$ cat src/rtl/fpu_round_pkg.sv
`default_nettype none
// ============================================================
// Package : fpu_round_pkg
// Purpose : shared types and constants for the rounding scheduler
// Rev     : 1.0
// ============================================================
package fpu_round_pkg;

   localparam int c_round_lat_default = 4;

   localparam logic [1:0] c_rm_nearest = 2'b00;
   localparam logic [1:0] c_rm_zero    = 2'b01;
   localparam logic [1:0] c_rm_pos_inf = 2'b10;
   localparam logic [1:0] c_rm_neg_inf = 2'b11;

   typedef struct packed {
      logic [1:0]  mode;
      logic        sign;
      logic [55:0] mantissa;
      logic [11:0] exponent;
   } round_op_t;

   typedef enum logic [1:0] {
      ST_IDLE  = 2'd0,
      ST_ROUND = 2'd1,
      ST_DONE  = 2'd2
   } sched_state_t;

endpackage
`default_nettype wire

$ cat src/rtl/fpu_round.sv
`default_nettype none
// ============================================================
// Module  : fpu_round
// Purpose : rounds a 56-bit mantissa to a packed double, ROUND_LAT deep
// Rev     : 1.0
// ============================================================
module fpu_round
   import fpu_round_pkg::*;
#(
   parameter int ROUND_LAT = c_round_lat_default
)(
   input  logic        clk,
   input  logic        rst,
   input  logic        i_en,
   input  round_op_t   i_op,
   output logic [63:0] o_round_out,
   output logic [11:0] o_exponent_final
);

   logic        w_guard;
   logic        w_rbit;
   logic        w_inc;
   logic [54:0] w_sum;
   logic [51:0] w_frac;
   logic [1:0]  w_adj;
   logic [11:0] w_exp;
   logic [75:0] w_stage_in;
   logic [75:0] r_pipe [ROUND_LAT];

   assign w_guard = i_op.mantissa[1];
   assign w_rbit  = i_op.mantissa[0];

   // Nearest rounds a tie away from zero; directed modes consider any discarded bit.
   always_comb begin
      w_inc = 1'b0;
      case (i_op.mode)
         c_rm_nearest: w_inc = w_guard;
         c_rm_zero:    w_inc = 1'b0;
         c_rm_pos_inf: w_inc = (w_guard | w_rbit) & ~i_op.sign;
         c_rm_neg_inf: w_inc = (w_guard | w_rbit) & i_op.sign;
         default:      w_inc = 1'b0;
      endcase
   end

   assign w_sum = {1'b0, i_op.mantissa[55:2]} + {54'd0, w_inc};

   always_comb begin
      w_frac = w_sum[51:0];
      w_adj  = 2'd0;
      if (w_sum[54]) begin
         w_frac = w_sum[53:2];
         w_adj  = 2'd2;
      end else if (w_sum[53]) begin
         w_frac = w_sum[52:1];
         w_adj  = 2'd1;
      end
   end

   assign w_exp      = i_op.exponent + {10'd0, w_adj};
   assign w_stage_in = {i_op.sign, w_exp[10:0], w_frac, w_exp};

   always_ff @(posedge clk or posedge rst) begin
      if (rst) begin
         for (int i = 0; i < ROUND_LAT; i++) r_pipe[i] <= '0;
      end else if (i_en) begin
         r_pipe[0] <= w_stage_in;
         for (int i = 1; i < ROUND_LAT; i++) r_pipe[i] <= r_pipe[i-1];
      end
   end

   assign o_round_out      = r_pipe[ROUND_LAT-1][75:12];
   assign o_exponent_final = r_pipe[ROUND_LAT-1][11:0];

endmodule
`default_nettype wire

$ cat src/rtl/fpu_round_sched.sv
`default_nettype none
// ============================================================
// Module  : fpu_round_sched
// Purpose : round-robin scheduler sharing one rounding unit among N_REQ requesters
// Rev     : 1.0
// ============================================================
module fpu_round_sched
   import fpu_round_pkg::*;
#(
   parameter int N_REQ     = 4,
   parameter int ROUND_LAT = c_round_lat_default
)(
   input  logic                                     clk,
   input  logic                                     rst,
   input  logic [N_REQ-1:0]                         req_valid,
   output logic [N_REQ-1:0]                         req_ready,
   input  logic [2*N_REQ-1:0]                       req_round_mode,
   input  logic [N_REQ-1:0]                         req_sign,
   input  logic [56*N_REQ-1:0]                      req_mantissa,
   input  logic [12*N_REQ-1:0]                      req_exponent,
   output logic                                     out_valid,
   input  logic                                     out_ready,
   output logic [63:0]                              out_result,
   output logic [11:0]                              out_exponent,
   output logic [((N_REQ > 1) ? $clog2(N_REQ) : 1)-1:0] out_id,
   output logic                                     busy
);

   localparam int c_id_w  = (N_REQ > 1) ? $clog2(N_REQ) : 1;
   localparam int c_cnt_w = $clog2(ROUND_LAT + 1);

   sched_state_t        r_state;
   sched_state_t        w_state_nxt;
   logic [c_id_w-1:0]   r_ptr;
   logic [c_cnt_w-1:0]  r_cnt;
   round_op_t           r_hold;
   logic [c_id_w-1:0]   r_hold_id;
   logic [63:0]         r_out_result;
   logic [11:0]         r_out_exponent;
   logic [c_id_w-1:0]   r_out_id;

   round_op_t           w_ops [N_REQ];
   logic [c_id_w-1:0]   w_cand;
   logic [c_id_w-1:0]   w_gidx;
   logic                w_found;
   logic [N_REQ-1:0]    w_req_ready;
   logic                w_accept;
   logic                w_cnt_done;
   logic [63:0]         w_round_out;
   logic [11:0]         w_exp_final;

   for (genvar g = 0; g < N_REQ; g++) begin : g_unpack
      assign w_ops[g] = {req_round_mode[2*g +: 2], req_sign[g],
                         req_mantissa[56*g +: 56], req_exponent[12*g +: 12]};
   end

   // Scan from farthest to nearest so the last hit is the first valid at/after the pointer.
   always_comb begin
      w_found = 1'b0;
      w_gidx  = '0;
      w_cand  = '0;
      for (int k = N_REQ - 1; k >= 0; k--) begin
         w_cand = c_id_w'((int'(r_ptr) + k) % N_REQ);
         if (req_valid[w_cand]) begin
            w_found = 1'b1;
            w_gidx  = w_cand;
         end
      end
   end

   always_comb begin
      w_req_ready = '0;
      if (!rst && r_state == ST_IDLE && w_found) w_req_ready[w_gidx] = 1'b1;
   end

   assign w_accept   = |(req_valid & w_req_ready);
   assign w_cnt_done = (r_cnt == c_cnt_w'(ROUND_LAT));

   always_ff @(posedge clk or posedge rst) begin
      if (rst) r_state <= ST_IDLE;
      else     r_state <= w_state_nxt;
   end

   always_comb begin
      w_state_nxt = r_state;
      case (r_state)
         ST_IDLE:  if (w_accept)   w_state_nxt = ST_ROUND;
         ST_ROUND: if (w_cnt_done) w_state_nxt = ST_DONE;
         ST_DONE:  if (out_ready)  w_state_nxt = ST_IDLE;
         default:                  w_state_nxt = ST_IDLE;
      endcase
   end

   always_ff @(posedge clk or posedge rst) begin
      if (rst) begin
         r_ptr          <= '0;
         r_cnt          <= '0;
         r_hold         <= '0;
         r_hold_id      <= '0;
         r_out_result   <= '0;
         r_out_exponent <= '0;
         r_out_id       <= '0;
      end else begin
         case (r_state)
            ST_IDLE: begin
               if (w_accept) begin
                  r_hold    <= w_ops[w_gidx];
                  r_hold_id <= w_gidx;
                  r_cnt     <= '0;
               end
            end
            ST_ROUND: begin
               r_cnt <= r_cnt + 1'b1;
               if (w_cnt_done) begin
                  r_out_result   <= w_round_out;
                  r_out_exponent <= w_exp_final;
                  r_out_id       <= r_hold_id;
               end
            end
            ST_DONE: begin
               if (out_ready)
                  r_ptr <= (r_out_id == c_id_w'(N_REQ - 1)) ? '0 : r_out_id + 1'b1;
            end
            default: ;
         endcase
      end
   end

   fpu_round #(
      .ROUND_LAT (ROUND_LAT)
   ) u_round (
      .clk              (clk),
      .rst              (rst),
      .i_en             (r_state == ST_ROUND),
      .i_op             (r_hold),
      .o_round_out      (w_round_out),
      .o_exponent_final (w_exp_final)
   );

   assign req_ready    = w_req_ready;
   assign out_valid    = (r_state == ST_DONE);
   assign busy         = (r_state != ST_IDLE);
   assign out_result   = r_out_result;
   assign out_exponent = r_out_exponent;
   assign out_id       = r_out_id;

endmodule
`default_nettype wire
$ cat config.mk
export PLATFORM = sky130hd
export DESIGN_NAME = fpu_round_sched
export DESIGN_NICKNAME = d
export VERILOG_FILES = /design/src/rtl/fpu_round_pkg.sv /design/src/rtl/fpu_round.sv /design/src/rtl/fpu_round_sched.sv
export SDC_FILE = /design/constraint.sdc
export NUM_CORES = 1
export LEC_CHECK = 0
export ABC_CLOCK_PERIOD_IN_PS = 11800
export CORE_MARGIN = 3
export CORE_UTILIZATION = 41
export DETAILED_ROUTE_END_ITERATION = 12
export HOLD_SLACK_MARGIN = 0.15
export PLACE_DENSITY = 0.67
export SETUP_SLACK_MARGIN = 0.5
export SLEW_MARGIN = 20
export SYNTH_ARGS = -nofsm -noshare
export SYNTH_HDL_FRONTEND = slang
export SYNTH_HIERARCHICAL = 1
export SYNTH_SLANG_ARGS = --single-unit
export TNS_END_PERCENT = 5
$ cat constraint.sdc
create_clock -name clk -period 11.8 [get_ports clk]
set_input_delay 2.36 -clock clk [delete_from_list [all_inputs] [get_ports clk]]
set_output_delay 2.36 -clock clk [all_outputs]
set_load 0.1 [all_outputs]
# [Word-level counts from Yosys, hierarchy flattened]
# Cells that the tools add are included.
[word_totals] ff_bits=462 inputBits=291 out_inout_bits=84
[classes] addsub=7 magnitude_cmp=7 eq_ne=10 muxes=34 bitwise=6 reduce_logical=14
[ops] operator="binary-select mux 71 bit (select 2 bit)" count=1
[ops] operator="2-to-1 mux 71 bit" count=2
[ops] operator="2-to-1 mux 52 bit" count=2
[ops] operator="adder 54 x 1 -> 55 bit" count=1
[ops] operator="2-to-1 mux 2 bit" count=9
[ops] operator="less-than comparator 2 x 3 -> 1 bit, second input constant" count=5
[ops] operator="adder 12 x 2 -> 12 bit" count=1
[ops] operator="2-to-1 mux 1 bit" count=10
[ops] operator="binary-select mux 1 bit (select 2 bit)" count=4
[ops] operator="== test 2 bit, second input constant" count=4
[ops] operator="AND reduction 2 bit" count=4
[ops] operator="case mux 2 bit (3 select lines)" count=1
[ops] operator="case mux 3 bit (2 select lines)" count=1
[ops] operator="adder 2 x 1 -> 2 bit, second input constant" count=2
[ops] operator="adder 2 bit, second input constant" count=2
[ops] operator="AND 4 bit" count=1
[ops] operator="== test 2 x 1 -> 1 bit, second input constant" count=2
[ops] operator="logical NOT 2 bit" count=2
[ops] operator="2-to-1 mux 4 bit" count=1
[ops] operator="inequality test 2 bit, second input constant" count=2
[ops] operator="case mux 1 bit (4 select lines)" count=1
[ops] operator="nonzero test 2 bit" count=2
[ops] operator="OR reduction 4 bit" count=1
[ops] operator="adder 3 x 1 -> 3 bit, second input constant" count=1
[ops] operator="13 further kinds" count=16

# [Depth between registers and ports, before layout]
# Gate-level depths: netlist of run 1.
[depth] ltp_word=16 depth_mapped=16 depth_no_buf=15

# [Modules after synthesis]
# Netlist of run 1, hierarchy kept.
[by_module_without_submodules] mod="fpu_round" instances=1 cells_per_inst=975 area_per_inst_um2=12326.8 seq_area_each_um2=6506.2
[by_module_without_submodules] mod="fpu_round_sched" instances=1 cells_per_inst=619 area_per_inst_um2=7911.3 seq_area_each_um2=3953.8

# [Worst setup path after synthesis of run 1]
# Ideal clock, no wire load.
[synth_timing] path_type="input-to-output" startpoint="input port req_valid[3]" endpoint="output port req_ready[3]" arrival_time_ps=5989 required_ps=9440 setup_slack_ps=3451 cell_stages=5 path_cell_list="nor4_1 > or3_1 > buf_2 > buf_4 > nor4_1"
[synth_between] elab_chain_len=11 elab_cells_between_ends=23
[synth_lines] element="start: declaration" line="fpu_round_sched.sv:15" text="input logic [N_REQ-1:0] req_valid,"
[synth_lines] element="binary-select mux 1 bit (select 2 bit)" line="fpu_round_sched.sv:64" text="if (req_valid[w_cand]) begin"
[synth_lines] element="2-to-1 mux 1 bit (not written as such)" line="fpu_round_sched.sv:64"
[synth_lines] element="2-to-1 mux 2 bit (4 in a row)" line="fpu_round_sched.sv:64"
[synth_lines] element="less-than comparator 2 x 3 -> 1 bit (not written as such) / >= comparator 2 x 1 -> 1 bit (equally long branches)" line="fpu_round_sched.sv:73" text="if (!rst && r_state == ST_IDLE && w_found) w_req_ready[w_gidx] = 1'b1;"
[synth_lines] element="logical AND 1 bit (not written as such)" line="fpu_round_sched.sv:73"
[synth_lines] element="2-to-1 mux 1 bit (not written as such)" line="fpu_round_sched.sv:73"
[synth_lines] element="demux 1 bit (select 2 bit)" line="fpu_round_sched.sv:73"
[synth_lines] element="2-to-1 mux 4 bit (*)" line="fpu_round_sched.sv:73"
[synth_lines] element="end: declaration" line="fpu_round_sched.sv:16" text="output logic [N_REQ-1:0] req_ready,"
# Every way passes the cells marked *; elsewhere a longest branch is shown, timed or not. The select of a mux whose other input is x is not followed.

# [Worst setup path after layout of run 1]
# Same ends and word-level chain as after synthesis.

==> impl_results.rst, run 1 <==
.. list-table::
   :header-rows: 1

   * - Metric
     - Value
   * - Outcome
     - complete, no violations
   * - Cell with the largest stage delay on the worst path
     - clkdlybuf4s50_1
   * - DRC Markers
     - 0
   * - Power Density
     - 301 nW/um^2
   * - # rows
     - 80
   * - Proportion of register bits with asynchronous set or reset after synthesis
     - 100%
   * - Clock insertion delay at the later pin of the skew report
     - 0.58 ns
   * - IO Count
     - 375
   * - Level count of the clock H-tree
     - 2
   * - Leading cell types in the layout, fill and taps excluded
     - 418 x dfrtp_1, 374 x clkdlybuf4s50_1, 217 x mux2_2
   * - Stage delay of the slowest cell on the critical path
     - 1.21 ns
   * - Hold buffer count at CTS
     - 0
   * - Netlist Area Pre-Place
     - 20200 sq um
   * - Post-place setup slack
     - 3.68 ns
   * - Simple-gate share of the synthesized area
     - 7.09%
   * - Cell types occupying the most area after synthesis
     - dfrtp_1 52%, mux2_2 12%, mux2i_1 8.6%
   * - Final worst-path cycle share
     - 69.3%
   * - Drt initial violations
     - 769
   * - Number of iterations in the first detailed-routing pass
     - 6
   * - Post-synth EDFFs
     - 0
   * - Horizontal die dimension
     - 228 um
   * - Ratio of routed vias to standard cells
     - 5.23
   * - Endpoints failing hold
     - 0
   * - Class of the worst hold path
     - register to register
   * - Critical path buffer and inverter count
     - 3
   * - Number of global-route vias before repair
     - 13900
   * - Critical Path AT
     - 5.82 ns
   * - CTS tree
     - done
   * - Max Transition Viols Final
     - 0
   * - Vias after detailed routing
     - 13300
   * - Overflow left after global routing
     - 0
   * - Time the worst path needs with I/O delays and setup
     - 8.18 ns
   * - Remaining antenna violation count after routing
     - 0
   * - Max capacitance violation total
     - 0
   * - Drt wl/cell
     - 19.9 um
   * - Starting density of the core
     - 41.9%
   * - Root Buffer Master
     - clkbuf_16
   * - PostCTS Resize Cnt
     - 0
   * - GRT Util Overall
     - 19.3%
   * - Count of filler cells inserted in the layout
     - 4198
   * - Worst IR Drop VDD
     - 0.000212 V
   * - Floorplan die area
     - 52100 sq um
   * - Remaining max-slew budget at the tightest pin
     - 28.6%
   * - Routed WL
     - 50700 um
   * - Kind of end point of the critical path
     - primary output
   * - First-pass GRT wire length
     - 80700 um
   * - Post-CTS setup repair buffer count
     - 0
   * - Required time at the endpoint of the critical path
     - 9.44 ns
   * - Fraction of synthesized cell area in xor and xnor cells
     - 2.51%
   * - Clock transition at path regs
     - 0.06 ns
   * - Final setup violation count
     - 0
   * - Adder-cell area share of the yosys netlist
     - 0.433%
   * - Layout Nets
     - 2153
   * - Yosys warning total
     - 6
   * - Multiplexer area fraction after synthesis
     - 25.0%
   * - Worst clock skew
     - 0.0210 ns
   * - Sequential element share of the synthesized area
     - 51.7%
   * - RSZ-0062 raised after global routing
     - no
   * - RD Place Congestion
     - 0.868
   * - Overall power consumption
     - 7.64 mW
   * - Cells after synthesis
     - 1594
   * - Die Y-Extent
     - 228 um
   * - Most area-hungry cell type in the Yosys netlist
     - dfrtp_1
   * - Dominant combinational cell family by area after synthesis
     - multiplexers
   * - Synth Net Count
     - 1892
   * - Predominant post-synthesis flop cell
     - dfrtp_1
   * - Clock tree sinks
     - 418
   * - Worst setup SP type
     - primary input
   * - Num CTS Buffers
     - 44
   * - Longest Clk Path Bufs
     - 3
   * - Leading cell type in the layout, fill and taps excluded
     - dfrtp_1
   * - Flops & latches, synth
     - 418
   * - Initial antenna violation count
     - 1
   * - Area Growth Syn to Fin
     - 25.3%
   * - Core Area
     - 48200 sq um
   * - Synth Area in Compound Gates
     - 7.39%
   * - Distinct cells, synth
     - 76
   * - Pin count of the biggest net entering global routing
     - 145
   * - Synthesized area divided by synthesized cell count
     - 12.7 sq um
   * - Peak Freq
     - 0.122 GHz
   * - Worst-Margin Slew
     - 1.07 ns
   * - Leakage power figure
     - 11.1 nW
   * - Critical setup path kind
     - primary input to primary output
   * - CP Max Fanout
     - 59
   * - Final setup slack of the worst path
     - 3.62 ns
   * - Setup tns final
     - 0 ns
   * - Layout cells sized above 1
     - 17.6%
   * - Kind of cell adding the most delay to the critical path
     - buffers and inverters
   * - Fraction of synthesized cell area taken by the top area cell type
     - 51.7%
   * - Number of buffers inserted by port buffering
     - 374
   * - Cell-by-cell listing of the critical path
     - clkdlybuf4s50_1, nor4_1, or3_2, buf_4, nor4_1, clkdlybuf4s50_1
   * - DP Wirelength
     - 37600 um
[path summary, 6_finish.rpt]
check / slack (ns) / cells after the start / to / startpoint
setup / recovery: 3.62 / 6 / req_ready[3] / req_valid[3]
hold / removal: 0.47 / 1 / out_result[5]$_DFFE_PP0P_ / u_round/o_round_out[5]$_DFFE_PP0P_
setup reg to reg: 7.76 / 15 / u_round/r_pipe[299]$_DFFE_PP0P_ / r_hold[68]$_DFFE_PP0P_
hold reg to reg: 0.47 / 1 / out_result[5]$_DFFE_PP0P_ / u_round/o_round_out[5]$_DFFE_PP0P_
max in group asynchronous: 7.77 / 3 / u_round/r_pipe[224]$_DFFE_PP0P_ / rst
min in group asynchronous: 2.36 / 2 / r_hold_id[0]$_DFFE_PP0P_ / rst
[where the power goes]
| part | switching, mW | total (mW) | internal, mW |
|---|---|---|---|
| Combinational | 2.08 | 3.49 | 1.42 |
| Sequential | 0.547 | 2.70 | 2.15 |
| Clock | 0.574 | 1.45 | 0.878 |
| Total | 3.20 | 7.64 | 4.44 |
[logic make-up after synthesis]
group                      Yosys count
buffers and inverters              186
and+or+nand+nor                    283
AOI/OAI and AO/OA                  174
muxes                              468
DFF                                418
adders and majority gates            7
xor gates and xnor gates            58
[worst reg2reg max path, cell delays in order (launching register included)]
cell and delay, ns:
dfrtp_1 0.40, nand2_1 0.09, xnor2_1 0.12, nor2_1 0.20, ha_1 0.29, nand2_1 0.17
nor2_1 0.24, nand2_1 0.19, nor3_1 0.82, nor2_4 0.03, nor2_1 0.27, ha_1 0.27
a31oi_1 0.15, nor4_1 0.40, xnor2_1 0.17, a21oi_1 0.08
[area by class of cell]
cell class / count / area, sq um / share of cell area, %
multi-input combinational: 990 / 8620 / 34.0
tap: 656 / 821 / 3.24
timing repair buffer: 388 / 3860 / 15.2
sequential: 418 / 10500 / 41.2
inverter: 13 / 68.8 / 0.271
clock inverter: 18 / 279 / 1.10
antenna: 1 / 2.50 / 0.00987
clock buffer: 60 / 1250 / 4.93
[synth_stat cells, types with 5 or more instances]
cell type	number
clkbuf_1	47
nor4_1	10
buf_4	83
mux2_1	78
xnor2_1	27
o2bb2ai_1	18
nor2_1	37
nand3_1	29
and4_1	6
buf_1	5
o221ai_1	61
nand4_1	18
mux2_2	217
inv_1	12
a21oi_1	16
buf_8	6
mux2i_1	173
buf_2	22
and3_1	12
ha_1	7
nor3_1	23
buf_6	6
o22a_1	20
o221ai_2	11
xor2_1	31
a22o_1	6
nand2_1	115
dfrtp_1	418
[metrics by stage]
stage / std cells / hold slack (ns) / utilization (%) / cell area (sq um)
after floorplan: 1594 / 0.440 / - / 20200
after global placement: 2465 / 0.458 / 49.4 / 23800
after detailed placement: 2465 / 0.460 / 49.4 / 23800
after CTS: 2543 / 0.476 / 52.5 / 25400
after global routing: 2544 / 0.499 / 52.6 / 25400
final: 2544 / 0.465 / 52.6 / 25400
[flip-flops by register name (all words and copies together) (netlist names)]
name,flops
r_state,2
out_result,64
u_round/o_round_out,64
r_hold,71
r_cnt,3
r_hold_id,2
out_exponent,12
u_round/o_exponent_final,1
u_round/r_pipe,195
r_ptr,2
out_id,2
[layer usage]
metal | part of all wire, % | global-route usage (%) | up-vias
met4 | 1.8 | 4.50 | 0
met5 | 0 | 0 | -
met2 | 46 | 30.7 | 354
met1 | 47 | 27.5 | 6585
li1 | - | - | 6310
met3 | 4.9 | 3.69 | 62
No activity file was read; power rests on OpenSTA's default activity.
==> inputs of run 2 (changes only) <==
Settings changed: ABC_CLOCK_PERIOD_IN_PS 11800 to 7200, PLACE_DENSITY 0.67 to 0.7.
Clock period 11.8 ns to 7.2 ns, I/O delays scaled along.
==> run 2 against run 1 <==
Against the previous run:
- clock power rose by 52%
- via count rose by 2.3%
- clock skew rose by 0.0038 ns
==> impl_results.rst, run 2 (synthesis gave the netlist of run 1 again) <==
.. list-table::
   :header-rows: 1

   * - Metric
     - Value
   * - Worst hold path stage count
     - 2 (+1)
   * - Ratio of routed vias to standard cells
     - 5.35 (+2.3%)
   * - Level count of the clock H-tree
     - 2 (unchanged)
   * - Placement-stage cell area
     - 23800 sq um (about the same)
   * - Switching power
     - 5.23 mW (+64%)
   * - IO Count
     - 375 (unchanged)
   * - Max reg flops
     - 195 (unchanged)
   * - Horizontal die dimension
     - 228 um (unchanged)
   * - Drt wl/cell
     - 20.3 um (+2.0%)
   * - Area Growth Syn to Fin
     - 25.0%
   * - Initial antenna violation count
     - 2 (+1)
   * - Count of filler cells inserted in the layout
     - 4185 (-0.31%)
   * - Clock insertion delay at the later pin of the skew report
     - 0.58 ns (about the same)
   * - Max capacitance violation total
     - 0 (unchanged)
   * - Peak Freq
     - 0.170 GHz
   * - Starting density of the core
     - 41.9% (unchanged)
   * - Most frequent cell on the critical path
     - clkdlybuf4s50_1
   * - Worst clock skew
     - 0.0248 ns (+0.00376 ns)
   * - Layout cells sized above 1
     - 17.6% (-0.044 points)
   * - RSZ-0062 raised after global routing
     - no
   * - Post-place setup slack
     - 1.36 ns (-2.32 ns)
   * - Leakage power figure
     - 11.0 nW (-0.32%)
   * - Leading cell types in the layout, fill and taps excluded
     - 418 x dfrtp_1, 374 x clkdlybuf4s50_1, 217 x mux2_2
   * - PostCTS Resize Cnt
     - 0 (unchanged)
   * - Largest registers
     - u_round/r_pipe x195, r_hold x71
   * - Leading cell type in the layout, fill and taps excluded
     - dfrtp_1
   * - Root Buffer Master
     - clkbuf_16
   * - Remaining antenna violation count after routing
     - 0 (unchanged)
   * - Drt initial violations
     - 732 (-4.8%)
   * - Power share of the sequential group
     - 35.7% (+0.4 points)
   * - Met2 capacity usage during global routing
     - 31.0% (+0.27 points)
   * - Design Area, Final
     - 25300 sq um (-0.29%)
   * - # rows
     - 80 (unchanged)
   * - Routed WL
     - 51700 um (+2.0%)
   * - Floorplan die area
     - 52100 sq um (unchanged)
   * - FF/Latch Area
     - 10500 sq um (unchanged)
   * - CP Max Fanout
     - 35 (-41%)
   * - First-pass GRT wire length
     - 82100 um (+1.7%)
   * - Worst setup SP type
     - primary input
   * - Grt peak-use layer
     - met2
   * - Smallest hold slack
     - 0.465 ns (-0.000384 ns)
   * - DP Wirelength
     - 37900 um (+0.77%)
   * - Remaining max-slew budget at the tightest pin
     - 28.0% (-0.67 points)
   * - Core Area
     - 48200 sq um (unchanged)
   * - Critical Path AT
     - 4.44 ns (-1.38 ns)
   * - Stage delay of the slowest cell on the critical path
     - 1.19 ns (-0.02 ns)
   * - Setup slack of the worst register-to-register path
     - 3.29 ns (-4.47 ns)
   * - Endpoints failing hold
     - 0 (unchanged)
   * - Clock tree sinks
     - 418 (unchanged)
   * - Outcome
     - complete, no violations
   * - Final setup violation count
     - 0 (unchanged)
   * - Hold buffer count at CTS
     - 0 (unchanged)
   * - Cell internal pwr
     - 7.13 mW (+61%)
   * - Post-CTS setup repair buffer count
     - 0 (unchanged)
   * - Required time at the endpoint of the critical path
     - 5.76 ns (-3.68 ns)
   * - Critical setup path kind
     - primary input to primary output
   * - DRC Markers
     - 0 (unchanged)
   * - Critical path buffer and inverter count
     - 3 (unchanged)
   * - Number of global-route vias before repair
     - 14000 (+0.67%)
   * - Worst R2R End
     - u_round/r_pipe[301]$_DFFE_PP0P_
   * - Class of the worst hold path
     - register to register
   * - Worst Hold Launch
     - r_hold_id[1]$_DFFE_PP0P_
   * - Clk network pwr share
     - 17.8% (-1.2 points)
   * - GRT Util Overall
     - 19.6% (+0.31 points)
   * - Net switching fraction of the power
     - 42.3% (+0.44 points)
   * - Die Y-Extent
     - 228 um (unchanged)
   * - Combinational share of power
     - 46.5% (+0.8 points)
   * - Vias after detailed routing
     - 13600 (+2.3%)
   * - Startpoint of the worst-slack reg-to-reg timing path
     - r_hold[68]$_DFFE_PP0P_
   * - Hold path endpoint
     - r_hold_id[1]$_DFFE_PP0P_
   * - Worst-Margin Slew
     - 1.08 ns (+0.0112 ns)
   * - Longest Clk Path Bufs
     - 3 (unchanged)
   * - Power Density
     - 489 nW/um^2 (+62%)
   * - Num CTS Buffers
     - 44 (unchanged)
   * - Setup tns final
     - 0 ns (unchanged)
   * - Time the worst path needs with I/O delays and setup
     - 5.88 ns
   * - Final setup slack of the worst path
     - 1.32 ns (-2.30 ns)
   * - Cell with the largest stage delay on the worst path
     - clkdlybuf4s50_1
   * - Clock transition at path regs
     - 0.05 ns (about the same)
   * - RD Place Congestion
     - 0.906 (+4.5%)
   * - Number of iterations in the first detailed-routing pass
     - 4 (-2)
   * - Pin count of the biggest net entering global routing
     - 167 (+15%)
   * - Kind of cell adding the most delay to the critical path
     - buffers and inverters
   * - Overflow left after global routing
     - 0 (unchanged)
   * - Kind of end point of the critical path
     - primary output
   * - Max Transition Viols Final
     - 0 (unchanged)
   * - Cell-by-cell listing of the critical path
     - clkdlybuf4s50_1, or3b_1, o221ai_4, buf_4, nor2b_1, clkdlybuf4s50_1
   * - Multi-input gate area in the final layout
     - 8620 sq um (unchanged)
   * - Global-route met1 utilization
     - 27.5% (+0.062 points)
   * - Largest register by flop count
     - u_round/r_pipe
   * - CTS tree
     - done
   * - Layout Nets
     - 2155 (+0.093%)
   * - Overall power consumption
     - 12.4 mW (+62%)
   * - Grt met3 use
     - 3.64% (-0.050 points)
   * - Path depth of the worst reg2reg path
     - 15 (unchanged)
   * - Number of buffers inserted by port buffering
     - 374 (unchanged)
   * - Final worst-path cycle share
     - 81.7%
   * - Worst IR Drop VDD
     - 0.000336 V (+58%)
[run 2: per-layer routing]
layer | vias to the layer above | share of wire (%)
met1 | 6795 | 46
met5 | - | 0
met2 | 413 | 46
met4 | 0 | 3.0
li1 | 6312 | -
met3 | 91 | 4.7
[run 2: power groups by stage]
stage                     Combinational (mW)  Clock, mW  Sequential, mW
after global routing                    6.15       2.37            4.59
after global placement                  5.65          0            4.42
after detailed placement                5.76          0            4.47
after floorplan                         3.41          0            5.58
after CTS                               5.79       2.27            4.43
final                                   5.75       2.20            4.41
[run 2: per-stage QoR]
| step | util (%) | std cells |
|---|---|---|
| after floorplan | - | 1594 |
| after global placement | 49.4 | 2466 |
| after CTS | 52.3 | 2541 |
| final | 52.4 | 2544 |
| after global routing | 52.4 | 2544 |
| after detailed placement | 49.4 | 2466 |
[run 2: worst reg2reg max path: stages (launching register included)]
cell and delay (ns):
dfrtp_1 0.41, nand2_1 0.09, xnor2_1 0.12, nor2_1 0.20, ha_1 0.27, nand2_1 0.16
nor2_1 0.28, nand2_1 0.21, nor3_1 0.70, nor2_4 0.07, nor2_1 0.24, ha_1 0.24
a31oi_2 0.19, nor4b_4 0.34, xnor2_1 0.18, a21oi_1 0.09
[run 2: final cells by class]
| cell class | instances | share of cell area (%) |
|---|---|---|
| sequential | 418 | 41.4 |
| multi-input combinational | 990 | 34.1 |
| timing repair buffer | 390 | 15.5 |
| clock buffer | 63 | 5.07 |
| tap | 656 | 3.25 |
| clock inverter | 12 | 0.510 |
| inverter | 13 | 0.257 |
| antenna | 2 | 0.0198 |
[run 2: worst max-delay path by stage]
| stage | start | end | cells past startpoint |
|---|---|---|---|
| 3_5_place_dp | req_valid[2] | req_ready[2] | 6 |
| 4_1_cts | req_valid[2] | req_ready[2] | 6 |
| 5_1_grt | req_valid[2] | req_ready[2] | 6 |
| 3_3_place_gp | req_valid[2] | req_ready[2] | 6 |
| 6_report | req_valid[2] | req_ready[2] | 6 |
| 2_1_floorplan | req_valid[3] | req_ready[3] | 5 |
==> inputs of run 3 (changes only) <==
Settings changed: ABC_CLOCK_PERIOD_IN_PS 7200 to 5800, PLACE_DENSITY 0.7 to 0.67.
Clock period 7.2 ns to 5.8 ns, I/O delays scaled along.
==> run 3 against run 2 <==
Against the previous run:
- hold slack improved by 0.0063 ns
- core utilization barely moved
- clock power rose by 27%
- sequential power rose by 24%
- global-route usage fell by 0.23 points
- final area barely moved
- register-to-register slack got worse by 1.6 ns
- sequential share of layout area barely moved
- clock skew rose by 0.0052 ns
- count of clock-buffer cells in the layout fell by 8
- critical path depth did not move
- highest routed layer unchanged
==> impl_results.rst, run 3 (synthesis gave the netlist of run 1 again) <==
.. list-table::
   :header-rows: 1

   * - Metric
     - Value
   * - Remaining antenna violation count after routing
     - 0 (unchanged)
   * - Class of the worst hold path
     - register to register
   * - Core Area
     - 48200 sq um (unchanged)
   * - Routed WL
     - 50800 um (-1.9%)
   * - Vias after detailed routing
     - 13300 (-2.3%)
   * - Final Non-Filler Cells
     - 2539 (-0.20%)
   * - RSZ-0062 raised after global routing
     - no
   * - Ratio of routed vias to standard cells
     - 5.24 (-2.1%)
   * - Max reg flops
     - 195 (unchanged)
   * - Starting density of the core
     - 41.9% (unchanged)
   * - Number of buffers inserted by port buffering
     - 374 (unchanged)
   * - Leakage power figure
     - 11.1 nW (+0.19%)
   * - GRT Util Overall
     - 19.4% (-0.23 points)
   * - FF/Latch Area
     - 10500 sq um (unchanged)
   * - Worst setup SP type
     - primary input
   * - Leading cell type in the layout, fill and taps excluded
     - dfrtp_1
   * - RD Place Congestion
     - 0.870 (-4.0%)
   * - Die Y-Extent
     - 228 um (unchanged)
   * - Worst IR Drop VDD
     - 0.000319 V (-5.0%)
   * - Hold buffer count at CTS
     - 0 (unchanged)
   * - Initial antenna violation count
     - 0 (-2)
   * - Layout cells sized above 1
     - 17.8% (+0.19 points)
   * - CTS tree
     - done
   * - Kind of end point of the critical path
     - primary output
   * - Worst clock skew
     - 0.0300 ns (+0.00520 ns)
   * - # rows
     - 80 (unchanged)
   * - Horizontal die dimension
     - 228 um (unchanged)
   * - Longest Clk Path Bufs
     - 3 (unchanged)
   * - Largest register by flop count
     - u_round/r_pipe
   * - CP Max Fanout
     - 32 (-8.6%)
   * - Power Density
     - 607 nW/um^2 (+24%)
   * - Clock tree sinks
     - 418 (unchanged)
   * - Leading cell types in the layout, fill and taps excluded
     - 418 x dfrtp_1, 370 x clkdlybuf4s50_1, 217 x mux2_2
   * - Post-CTS setup repair buffer count
     - 0 (unchanged)
   * - Outcome
     - complete, no violations
   * - Required time at the endpoint of the critical path
     - 4.64 ns (-1.12 ns)
   * - DP Wirelength
     - 37800 um (-0.32%)
   * - Final worst-path cycle share
     - 75.7%
   * - Root Buffer Master
     - clkbuf_16
   * - Number of iterations in the first detailed-routing pass
     - 5 (+1)
   * - Clock insertion delay at the later pin of the skew report
     - 0.58 ns (about the same)
   * - Max capacitance violation total
     - 0 (unchanged)
   * - DRC Markers
     - 0 (unchanged)
   * - Floorplan die area
     - 52100 sq um (unchanged)
   * - Drt wl/cell
     - 20.0 um (-1.7%)
   * - Smallest hold slack
     - 0.471 ns (+0.00625 ns)
   * - Layout Nets
     - 2152 (-0.14%)
   * - Critical Path AT
     - 3.23 ns (-1.21 ns)
   * - Peak Freq
     - 0.228 GHz
   * - Clock transition at path regs
     - 0.06 ns (about the same)
   * - Area Growth Syn to Fin
     - 25.0% (about the same)
   * - First-pass GRT wire length
     - 80900 um (-1.5%)
   * - Num CTS Buffers
     - 43 (-2.3%)
   * - Drt initial violations
     - 691 (-5.6%)
   * - PostCTS Resize Cnt
     - 0 (unchanged)
   * - Overflow left after global routing
     - 0 (unchanged)
   * - Count of filler cells inserted in the layout
     - 4185 (unchanged)
   * - Largest registers
     - u_round/r_pipe x195, r_hold x71
   * - Endpoints failing hold
     - 0 (unchanged)
   * - Worst-Margin Slew
     - 1.07 ns (-0.0147 ns)
   * - Time the worst path needs with I/O delays and setup
     - 4.39 ns
   * - Critical setup path kind
     - primary input to primary output
   * - Max Transition Viols Final
     - 0 (unchanged)
   * - Level count of the clock H-tree
     - 2 (unchanged)
   * - Pin count of the biggest net entering global routing
     - 199 (+19%)
   * - Remaining max-slew budget at the tightest pin
     - 28.7% (+0.76 points)
   * - Overall power consumption
     - 15.4 mW (+24%)
   * - IO Count
     - 375 (unchanged)
   * - Count of antenna diodes in the layout
     - 0 (-2)
   * - Number of global-route vias before repair
     - 13800 (-1.5%)
   * - Final setup violation count
     - 0 (unchanged)
   * - Placed cells
     - 2464 (-0.081%)
   * - Multi-input gate area in the final layout
     - 8610 sq um (-0.10%)
run 3: through the flow:
stage	setup slack (ns)	setup TNS [ns]	instance area (sq um)	util [%]
2_1_floorplan	-0.149	-0.149	20200	-
3_3_place_gp	1.45	0	23800	49.4
3_5_place_dp	1.43	0	23800	49.4
4_1_cts	1.41	0	25300	52.4
5_1_grt	1.29	0	25300	52.4
6_report	1.41	0	25300	52.4
run 3: layout make-up:
class	instances	share of cell area [%]
flip-flops and latches	418	41.4
clock buffers	55	4.71
well taps	656	3.25
repair buffers	388	15.4
clock inverters	19	0.970
multi-input cells	990	34.0
inverters	13	0.257
run 3: critical path, stage by stage:
cell	delay, ns
clkdlybuf4s50_1	0.56
or3b_1	0.41
o221ai_4	0.10
buf_4	0.46
nor2b_1	0.21
buf_4	0.30
run 3: per-layer routing:
layer,up-vias,GRT usage [%],wire [um]
met5,-,0,0
met4,0,4.93,1080
li1,6288,-,-
met1,6593,27.4,23900
met3,60,3.68,2310
met2,353,30.9,23500
run 3: worst paths after layout:
| path | start | cells past startpoint | slack (ns) | endpoint |
|---|---|---|---|---|
| max in group asynchronous | rst | 4 | 3.47 | u_round/r_pipe[265]$_DFFE_PP0P_ |
| worst max-delay path | req_valid[2] | 6 | 1.41 | req_ready[0] |
| worst min-delay path | r_cnt[2]$_DFFE_PP0P_ | 1 | 0.47 | r_cnt[2]$_DFFE_PP0P_ |
| worst max register to register | r_hold[22]$_DFFE_PP0P_ | 11 | 1.72 | u_round/r_pipe[300]$_DFFE_PP0P_ |
| min in group asynchronous | rst | 2 | 1.06 | u_round/r_pipe[303]$_DFFE_PP0P_ |
| worst min register to register | r_cnt[2]$_DFFE_PP0P_ | 1 | 0.47 | r_cnt[2]$_DFFE_PP0P_ |
run 3: power breakdown:
group | switching (mW) | internal, mW
Clock | 1.15 | 1.64
Combinational | 4.22 | 2.88
Sequential | 1.09 | 4.37
